<file path="src/rtl/rf_xfer_ctrl.sv">
// Register-file transfer sequencer: LDI / MOV / SWAP / RD over a shared rf port.
// Optional readback verify after each write when RF_XFER_RDBK_EN is defined.
module rf_xfer_ctrl (
  input  logic       clk,
  input  logic       reset,
  input  logic       cmd_valid,
  output logic       cmd_ready,
  input  logic [1:0] cmd_op,
  input  logic [2:0] cmd_src,
  input  logic [2:0] cmd_dst,
  input  logic [7:0] cmd_imm,
  output logic       rf_load,
  output logic [2:0] rf_sel,
  output logic [7:0] rf_d,
  input  logic [7:0] rf_q,
  output logic       resp_valid,
  output logic [7:0] resp_data,
  output logic       resp_err
);

  typedef enum logic [2:0] {
    IDLE, RD_A, RD_B, WR_A, WR_B, VF_A, VF_B, RESP
  } state_t;

  localparam logic [1:0] OP_LDI  = 2'b00;
  localparam logic [1:0] OP_MOV  = 2'b01;
  localparam logic [1:0] OP_SWAP = 2'b10;
  localparam logic [1:0] OP_RD   = 2'b11;

  state_t     state_q;
  state_t     state_d;
  logic [1:0] op_q;
  logic [2:0] src_q;
  logic [2:0] dst_q;
  logic [7:0] tmp_a;
  logic [7:0] tmp_b;
  logic       accept;

  assign accept = (state_q == IDLE) && cmd_valid;

  // State register plus command latch; LDI parks its immediate in tmp_a
  always_ff @(posedge clk or negedge reset) begin
    if (!reset) begin
      state_q <= IDLE;
      op_q    <= OP_LDI;
      src_q   <= '0;
      dst_q   <= '0;
      tmp_a   <= '0;
      tmp_b   <= '0;
    end else begin
      state_q <= state_d;
      if (accept) begin
        op_q  <= cmd_op;
        src_q <= cmd_src;
        dst_q <= cmd_dst;
        if (cmd_op == OP_LDI)
          tmp_a <= cmd_imm;
      end
      if (state_q == RD_A)
        tmp_a <= rf_q;
      if (state_q == RD_B)
        tmp_b <= rf_q;
    end
  end

  // Next-state sequencing per opcode
  always_comb begin
    state_d = state_q;
    unique case (state_q)
      IDLE: begin
        if (cmd_valid)
          state_d = (cmd_op == OP_LDI) ? WR_A : RD_A;
      end
      RD_A: begin
        unique case (op_q)
          OP_SWAP: state_d = RD_B;
          OP_RD:   state_d = RESP;
          default: state_d = WR_A;
        endcase
      end
      RD_B: state_d = WR_A;
      WR_A: begin
`ifdef RF_XFER_RDBK_EN
        state_d = VF_A;
`else
        state_d = (op_q == OP_SWAP) ? WR_B : RESP;
`endif
      end
      VF_A: state_d = (op_q == OP_SWAP) ? WR_B : RESP;
      WR_B: begin
`ifdef RF_XFER_RDBK_EN
        state_d = VF_B;
`else
        state_d = RESP;
`endif
      end
      VF_B: state_d = RESP;
      RESP: state_d = IDLE;
      default: state_d = IDLE;
    endcase
  end

  // Register-file port and response outputs decoded from state
  always_comb begin
    cmd_ready  = 1'b0;
    rf_load    = 1'b0;
    rf_sel     = '0;
    rf_d       = '0;
    resp_valid = 1'b0;
    resp_data  = '0;
    unique case (state_q)
      IDLE: cmd_ready = 1'b1;
      RD_A: rf_sel = src_q;
      RD_B: rf_sel = dst_q;
      WR_A: begin
        rf_load = 1'b1;
        rf_sel  = dst_q;
        rf_d    = tmp_a;
      end
      WR_B: begin
        rf_load = 1'b1;
        rf_sel  = src_q;
        rf_d    = tmp_b;
      end
      VF_A: rf_sel = dst_q;
      VF_B: rf_sel = src_q;
      RESP: begin
        resp_valid = 1'b1;
        resp_data  = tmp_a;
      end
      default: cmd_ready = 1'b0;
    endcase
  end

`ifdef RF_XFER_RDBK_EN
  logic err_q;

  // Sticky readback-mismatch flag, cleared when a new command is taken
  always_ff @(posedge clk or negedge reset) begin
    if (!reset)
      err_q <= 1'b0;
    else if (accept)
      err_q <= 1'b0;
    else if ((state_q == VF_A) && (rf_q != tmp_a))
      err_q <= 1'b1;
    else if ((state_q == VF_B) && (rf_q != tmp_b))
      err_q <= 1'b1;
  end

  assign resp_err = (state_q == RESP) && err_q;
`else
  assign resp_err = 1'b0;
`endif

endmodule

</file>
<file path="config.mk">
export PLATFORM = sky130hd
export DESIGN_NAME = rf_xfer_ctrl
export DESIGN_NICKNAME = d
export VERILOG_FILES = /design/src/rtl/rf_xfer_ctrl.sv
export SDC_FILE = /design/constraint.sdc
export NUM_CORES = 1
export LEC_CHECK = 0
export CORE_ASPECT_RATIO = 0.8
export CORE_MARGIN = 2
export CORE_UTILIZATION = 47
export CTS_BUF_LIST = sky130_fd_sc_hd__clkbuf_8
export DETAILED_ROUTE_END_ITERATION = 16
export HOLD_SLACK_MARGIN = 0.08
export PLACE_DENSITY = 0.83
export SYNTH_ARGS = -nofsm -noshare
export SYNTH_HDL_FRONTEND = slang
export SYNTH_SLANG_ARGS = --single-unit
</file>
<file path="constraint.sdc">
create_clock -name clk -period 2.27 [get_ports clk]
set_clock_uncertainty 0.1 [all_clocks]
set_input_delay 0.5675 -clock clk [delete_from_list [all_inputs] [get_ports clk]]
set_output_delay 0.5675 -clock clk [all_outputs]
set_load 0.05 [all_outputs]
</file>
# --- Yosys cells after proc, flatten, opt, wreduce, memory -nomap -nowiden ---
# Cells that the tools add are included.
totals:
  ff_bits: 27
  in_bits: 27
  wordCells: 41
classes:
  eq_ne: 10
  n_mux: 14
  n_reduce_logical: 11
ops:
  columns: ["cell", "n"]
  rows:
  - ["$mux W8", 4]
  - ["$pmux W3 S6", 1]
  - ["$pmux W8 S2", 1]
  - ["$eq A3 B3 Y1 const B", 4]
  - ["$pmux W3 S2", 2]
  - ["$eq A3 B2 Y1 const B", 2]
  - ["$reduce_or A2 Y1", 3]
  - ["$reduce_or A3 Y1", 2]
  - ["$eq A2 B2 Y1 const B", 2]
  - ["$mux W2", 2]
  - ["$reduce_bool A2 Y1", 2]
  - ["$eq A3 B1 Y1 const B", 1]
  - ["$logic_not A3 Y1", 1]
  - ["$mux W1", 3]
  - ["$mux W3", 1]
  - ["$logic_not A2 Y1", 1]
  - ["$ne A2 B2 Y1 const B", 1]
  - ["$reduce_and A2 Y1", 1]
  - ["$logic_and A1 B1 Y1", 1]

# --- Depth between registers and ports, before layout ---
# Gate-level depths: netlist of the first run.
logic_depth:
  depth_word: 4
  mapped_depth: 5
  ltp_nobuf: 3

# --- Worst setup path after synthesis of the first run ---
# No wires, ideal clock.
synth_timing:
  path_type: "reg-to-output"
  from: "reg state_q[2]"
  to: "out rf_sel[0]"
  arrival_ps: 1785
  slack_ps: -183
  stages_incl_launch_ff: 4
  n_path_buf: 1
  cell_sequence: "dfrtp_1 > buf_6 > mux2i_1 > o21ai_0"
synth_between:
  elab_chain_len: 3
  elab_cells_between_ends: 9
  classes_between: "eq/ne (6); mux (1); reduce/logical (2)"
synth_rtl:
  columns: ["item", "line_no", "source"]
  rows:
  - ["start: declaration", "30", "state_t state_q;"]
  - ["start signal: assignment", "51", "state_q <= state_d;"]
  - ["$eq A3 B1 Y1, or another cell as far along", "111", "unique case (state_q)"]
  - ["$reduce_or A3 Y1 (no line)", null, null]
  - ["$pmux W3 S2 (*)", "111", null]
  - ["end: declaration", "13", "output logic [2:0] rf_sel,"]
# Every way passes the cells marked *; elsewhere a longest branch is shown, timed or not.

# --- Final worst setup path of the first run ---
layout_timing:
  from: "reg state_q[1]"
  to: "out rf_d[7]"
layout_between:
  elab_chain_len: 2
  elab_cells_between_ends: 3
  classes_between: "eq/ne (2); mux (1)"
layout_rtl:
  columns: ["item", "line_no", "source"]
  rows:
  - ["$eq A3 B3 Y1 or $eq A3 B2 Y1 (tied branches)", "111", null]
  - ["$pmux W8 S2 (*)", "111", null]
  - ["end: declaration", "14", "output logic [7:0] rf_d,"]
# Marks and branches as above.

==> results of run 1 <==
[cell usage in the layout, fill, tap and decap left out, drive strengths merged]
master / netlist / final
mux2i: 3 / 3
nor4: 1 / 1
and2: 10 / 10
o21ai: 4 / 4
nor2b: 4 / 4
a22o: 8 / 8
nand2: 2 / 2
nand2b: 2 / 2
inv: 0 / 1
and3: 1 / 1
nor3b: 3 / 3
mux2: 32 / 32
a21oi: 3 / 3
nor3: 1 / 1
or2: 1 / 1
buf: 9 / 34
clkdlybuf4s50: 0 / 26
a21o: 1 / 1
conb: 1 / 1
dfrtp: 27 / 27
nor2: 2 / 2
a22oi: 3 / 3
clkbuf: 0 / 3
o21a: 1 / 1
[flip-flops by register name (all words and copies together), names as in the netlist]
name	cells
src_q	3
tmp_b	8
op_q	2
dst_q	3
state_q	3
tmp_a	8
[repair_timing]
| action | 4_1_cts | 5_1_grt |
|---|---|---|
| setup buffers | 3 | 1 |
| resized for setup | 4 | 8 |
| endpoints found under the setup margin | 10 | 14 |
[worst max-delay path: stages, from the launching register on]
cell,delay [ns]
dfrtp_2,0.44
buf_4,0.15
nor3b_4,0.21
buf_12,0.16
a22o_1,0.18
buf_12,0.15
[report_power, final]
group / internal, mW / switching (mW)
clock network: 0.122 / 0.155
registers: 0.731 / 0.213
logic: 1.42 / 1.32
[stage by stage]
stage	setup slack (ns)	hold slack, ns	cells	utilization
3_3_place_gp	0.0989	0.369	206	0.737
5_1_grt	-0.0191	0.439	214	0.779
3_5_place_dp	0.0364	0.399	206	0.737
6_report	0.0311	0.415	214	0.779
2_1_floorplan	0.0803	0.172	119	-
4_1_cts	0.0385	0.419	213	0.765
[cells by family after synthesis]
family          synth area share
compound gates            0.0948
buf+inv                   0.0474
flops                      0.449
mux                        0.279
other cells              0.00249
simple gates               0.127
[routing by layer]
metal	vias up	track usage	share of wire
li1	538	-	-
met1	552	0.289	0.44
met2	23	0.391	0.52
met3	5	0.0309	0.027
met4	0	0.112	0.019
met5	-	0	0
[worst max-delay path by stage]
stage                           startpoint                    to  slack (ns)  depth (start not counted)
floorplan           state_q[2]$_DFFE_PN0P_          resp_data[0]        0.08                          4
global placement                 cmd_valid  tmp_a[3]$_DFFE_PN0P_         0.1                          5
detailed placement               cmd_valid  tmp_a[3]$_DFFE_PN0P_        0.04                          5
CTS                 state_q[1]$_DFFE_PN0P_               rf_load        0.04                          4
global route        state_q[1]$_DFFE_PN0P_               rf_d[7]       -0.02                          5
finish              state_q[1]$_DFFE_PN0P_               rf_d[7]        0.03                          5
[cell type report]
cell class                 count  share of cell area
timing repair buffer          60               0.342
multi-input combinational     83               0.334
sequential                    27               0.284
tap                           40              0.0210
clock buffer                   3              0.0173
clock inverter                 1             0.00157
==> results.py, run 1 <==
metrics = {
    "run_status": {
        "outcome": "complete, no violations",
    },
    "floorplan": {
        "die_w_um": 67.3,
        "die_area_um2": 3670,
        "start_util": 0.491,
        "rows": 18,
        "core-area_um2": 3060,
        "ioPinCount": 50,
        "die_y_um": 54.6,
    },
    "global_route": {
        "track_usage": 0.229,
        "antenna_found_initial": 0,
        "grt_pass1_wl_um": 5900,
        "grt_max_degree": 28,
        "gr-total-overflow": 0,
        "grt_pass1_vias": 1169,
    },
    "synthesis": {
        "synth_top_cell_area_share": 0.449,
        "ys_seq_area_frac": 0.449,
        "ys.flop_type": "dfrtp_1",
        "yosysTopAreaCell": "dfrtp_1",
        "yosysWarnings": 0,
        "synthesis.nets": 146,
        "synth-edff-count": 0,
        "synth-async-reset-ratio": 1.00,
        "synth.most_common_cell": "dfrtp_1",
        "ys_types": 27,
        "synth_area_leaders": "dfrtp_1 45%, mux2_2 16%, mux2_4 8.0%",
        "syn-cell-area_um2": 1510,
        "synth.top_cells.by_count": "27 x dfrtp_1, 21 x mux2_2, 10 x and2_1, 8 x a22o_1, 8 x mux2_4",
        "synth_seq_cells": 27,
        "syn-mean-instance-area_um2": 12.6,
        "synthCells": 119,
    },
    "timing": {
        "rsz0062_at_grt": "true",
        "slew_violations": 0,
        "fmax_ghz": 0.447,
        "finalCritPeriodShare": 0.986,
        "min_period_ns": 2.24,
        "setup_viol": 0,
        "tns_ns": 0,
        "finalHoldViolations": 0,
    },
    "critical_path": {
        "cp_data_arrival_time_ns": 1.57,
        "r2r_cells": 4,
        "reg2reg_to": "src_q[0]$_DFFE_PN0P_",
        "path_class": "flip-flop to primary output",
        "startpoint_type": "flip-flop",
        "end_kind": "primary output",
        "cp.required_ns": 1.60,
        "r2r_start": "state_q[0]$_DFFE_PN0P_",
        "r2r_slack_ns": 0.27,
        "worstPathMaxFanout": 9,
    },
    "placed_design": {
        "io_buffers": 48,
        "dpl_cell_area_um2": 2260,
        "gp_congestion": 0.729,
        "dp_hpwl_um": 2810,
    },
    "cts": {
        "clk_path_buf_depth": 2,
        "clock_sinks": 27,
        "cts_tree": "built",
        "cts_root_buffer": "clkbuf_8",
        "clock_latency_ns": 0.29,
        "cts_buffers": 3,
        "h-tree-depth": 1,
        "path_clk_slew_ns": 0.10,
        "ctsHoldBuffers": 0,
    },
    "detailed_routing": {
        "vias_per_cell": 5.22,
        "drt_first_iter_violations": 48,
        "wl_per_cell_um": 17.7,
        "vias": 1118,
        "wl_um": 3780,
        "drc": 0,
        "first_pass_iters": 4,
        "drtAntennaViolNets": 0,
    },
    "layout": {
        "fillers": 182,
        "drive_gt1_frac": 0.466,
        "seq_area_um2": 678,
        "fin_area_um2": 2380,
        "nNetsFinal": 202,
        "syn_to_final_growth_pct": 58.4,
        "antenna-diode-count": 0,
        "multi_input_area_um2": 796,
    },
    "power_and_ir_drop": {
        "p_per_area_nw_per_um2": 1660,
        "leakagePower_nw": 1.02,
        "vdd_drop_max_mv": 0.924,
        "total_power_mw": 3.96,
    },
    "hold_path": {
        "hp-class": "flip-flop to flip-flop",
        "min_path_cells": 1,
        "holdPathEnd": "tmp_b[3]$_DFFE_PN0P_",
        "hold_start": "tmp_b[3]$_DFFE_PN0P_",
    },
    "job": {
        "max-cap-violations": 0,
    },
}
Power figures use the tool's default switching activity.
==> run 2: changes to the inputs <==
Settings changed: CAP_MARGIN set to 30, MAX_ROUTING_LAYER set to met4.
==> run 2 against run 1 <==
  * First-iteration DRC count up 19%
  * Worst setup slack about the same
  * Non-clock buffer count unchanged
  * Combinational power about the same
  * Wire length up 0.37%
  * Die area unchanged
  * Total power about the same
  * Highest routed layer unchanged
  * Core utilization unchanged
  * Critical path depth unchanged
  * Count of clock-buffer cells in the layout unchanged
  * Hold slack about the same
  * Sequential power about the same
  * Largest power group unchanged
==> results.py, run 2 (synthesis gave the netlist of run 1 again) <==
metrics = {
    "timing": {
        "tns_ns": 0,
        "finalCritPeriodShare": 0.986,
        "timing.hold.ws_ns": 0.415,
        "finalWorstSetupSlack_ns": 0.0316,
        "rsz0062_at_grt": "true",
        "fmax_ghz": 0.447,
        "finalHoldViolations": 0,
        "min_period_ns": 2.24,
        "slew_violations": 0,
        "setup_viol": 0,
    },
    "cts": {
        "h-tree-depth": 1,
        "clock_sinks": 27,
        "cts_root_buffer": "clkbuf_8",
        "clk_path_buf_depth": 2,
        "clock_latency_ns": 0.29,
        "ctsHoldBuffers": 0,
        "cts_tree": "built",
        "cts_buffers": 3,
        "path_clk_slew_ns": 0.10,
    },
    "floorplan": {
        "ioPinCount": 50,
        "die_w_um": 67.3,
        "start_util": 0.491,
        "die_y_um": 54.6,
        "rows": 18,
        "die_area_um2": 3670,
        "core-area_um2": 3060,
    },
    "critical_path": {
        "path_common_cell": "buf_12",
        "slowest_delay_ns": 0.44,
        "cp.required_ns": 1.60,
        "end_kind": "primary output",
        "startpoint_type": "flip-flop",
        "path_class": "flip-flop to primary output",
        "worstPathMaxFanout": 9,
        "cpLargestDelayFamily": "buffers and inverters",
        "crit_buf_inv": 3,
        "crit_chain": "buf_4, nor3b_4, buf_12, a22o_1, buf_12",
        "slowest_stage": "dfrtp_2",
        "cp_data_arrival_time_ns": 1.57,
        "r2r_slack_ns": 0.27,
    },
    "layout": {
        "fillers": 182,
        "seq_area_um2": 678,
        "antenna-diode-count": 0,
        "multi_input_area_um2": 796,
        "final_cell_mix": "26 x clkdlybuf4s50_1, 25 x dfrtp_1, 24 x buf_12",
        "fin_area_um2": 2380,
        "drive_gt1_frac": 0.466,
        "nNetsFinal": 202,
        "final_common_cell": "clkdlybuf4s50_1",
        "reg_top3": "tmp_a: 8 flops, tmp_b: 8 flops",
        "syn_to_final_growth_pct": 58.4,
    },
    "detailed_routing": {
        "vias_per_cell": 5.27,
        "wl_per_cell_um": 17.7,
        "first_pass_iters": 4,
        "drt_first_iter_violations": 57,
        "drtAntennaViolNets": 0,
        "drc": 0,
        "vias": 1127,
        "wl_um": 3800,
    },
    "global_route": {
        "grt_pass1_wl_um": 5870,
        "grt_max_degree": 28,
        "track_usage": 0.234,
        "antenna_found_initial": 0,
        "grt_pass1_vias": 1176,
        "gr-total-overflow": 0,
    },
    "power_and_ir_drop": {
        "leakagePower_nw": 1.02,
        "p_per_area_nw_per_um2": 1660,
        "vdd_drop_max_mv": 0.924,
    },
    "placed_design": {
        "dp_hpwl_um": 2810,
        "gp_congestion": 0.738,
        "io_buffers": 48,
        "dpl_cell_area_um2": 2260,
        "place_ws_ns": 0.0364,
    },
    "hold_path": {
        "hp-class": "flip-flop to flip-flop",
    },
    "run_status": {
        "outcome": "complete, no violations",
    },
    "job": {
        "max-cap-violations": 0,
    },
}
==> run 2: cell counts in the layout (fill, tap and decap cells not counted) <==
No cell type changed its count.
==> run 2: metal layers <==
layer / share of wire / GRT usage
met5: 0 / -
met4: 0.018 / 0.112
met3: 0.031 / 0.0309
met2: 0.52 / 0.391
met1: 0.43 / 0.287
==> run 2: worst paths after layout <==
| path | from | to | cells past startpoint |
|---|---|---|---|
| worst min register to register | tmp_b[3]$_DFFE_PN0P_ | tmp_b[3]$_DFFE_PN0P_ | 1 |
| min in group asynchronous | reset | dst_q[1]$_DFFE_PN0P_ | 2 |
| worst max register to register | state_q[0]$_DFFE_PN0P_ | src_q[0]$_DFFE_PN0P_ | 4 |
| max in group asynchronous | reset | state_q[2]$_DFFE_PN0P_ | 2 |
| worst max-delay path | state_q[1]$_DFFE_PN0P_ | rf_d[7] | 5 |
| worst min-delay path | tmp_b[3]$_DFFE_PN0P_ | tmp_b[3]$_DFFE_PN0P_ | 1 |
==> run 2: worst register-to-register path, delay by kind of cell (launching register included) <==
| family | cells | cell delay (ns) |
|---|---|---|
| flops | 1 | 0.49 |
| mux | 1 | 0.38 |
| buf+inv | 1 | 0.21 |
| simple gates | 2 | 0.71 |
==> run 2: area by class of cell <==
class / instances / share of cell area
clock inverters: 1 / 0.00157
well taps: 40 / 0.0210
multi-input cells: 83 / 0.334
clock buffers: 3 / 0.0173
repair buffers: 60 / 0.342
flip-flops and latches: 27 / 0.284
==> run 2: per-stage QoR <==
step,utilization,std cells,power [mW]
after floorplan,-,119,2.41
final,0.779,214,3.97
after detailed placement,0.737,206,3.55
after global routing,0.779,214,4.15
after CTS,0.765,213,3.88
after global placement,0.737,206,3.46
==> run 2: repair_timing <==
action,CTS,global route
setup endpoints to repair,10,14
buffers inserted,3,1
resized for setup,4,8
==> run 2: power by group <==
part,total (mW),internal (mW),switching (mW)
sequential,0.945,0.731,0.213
clock,0.277,0.122,0.155
combinational,2.74,1.42,1.32
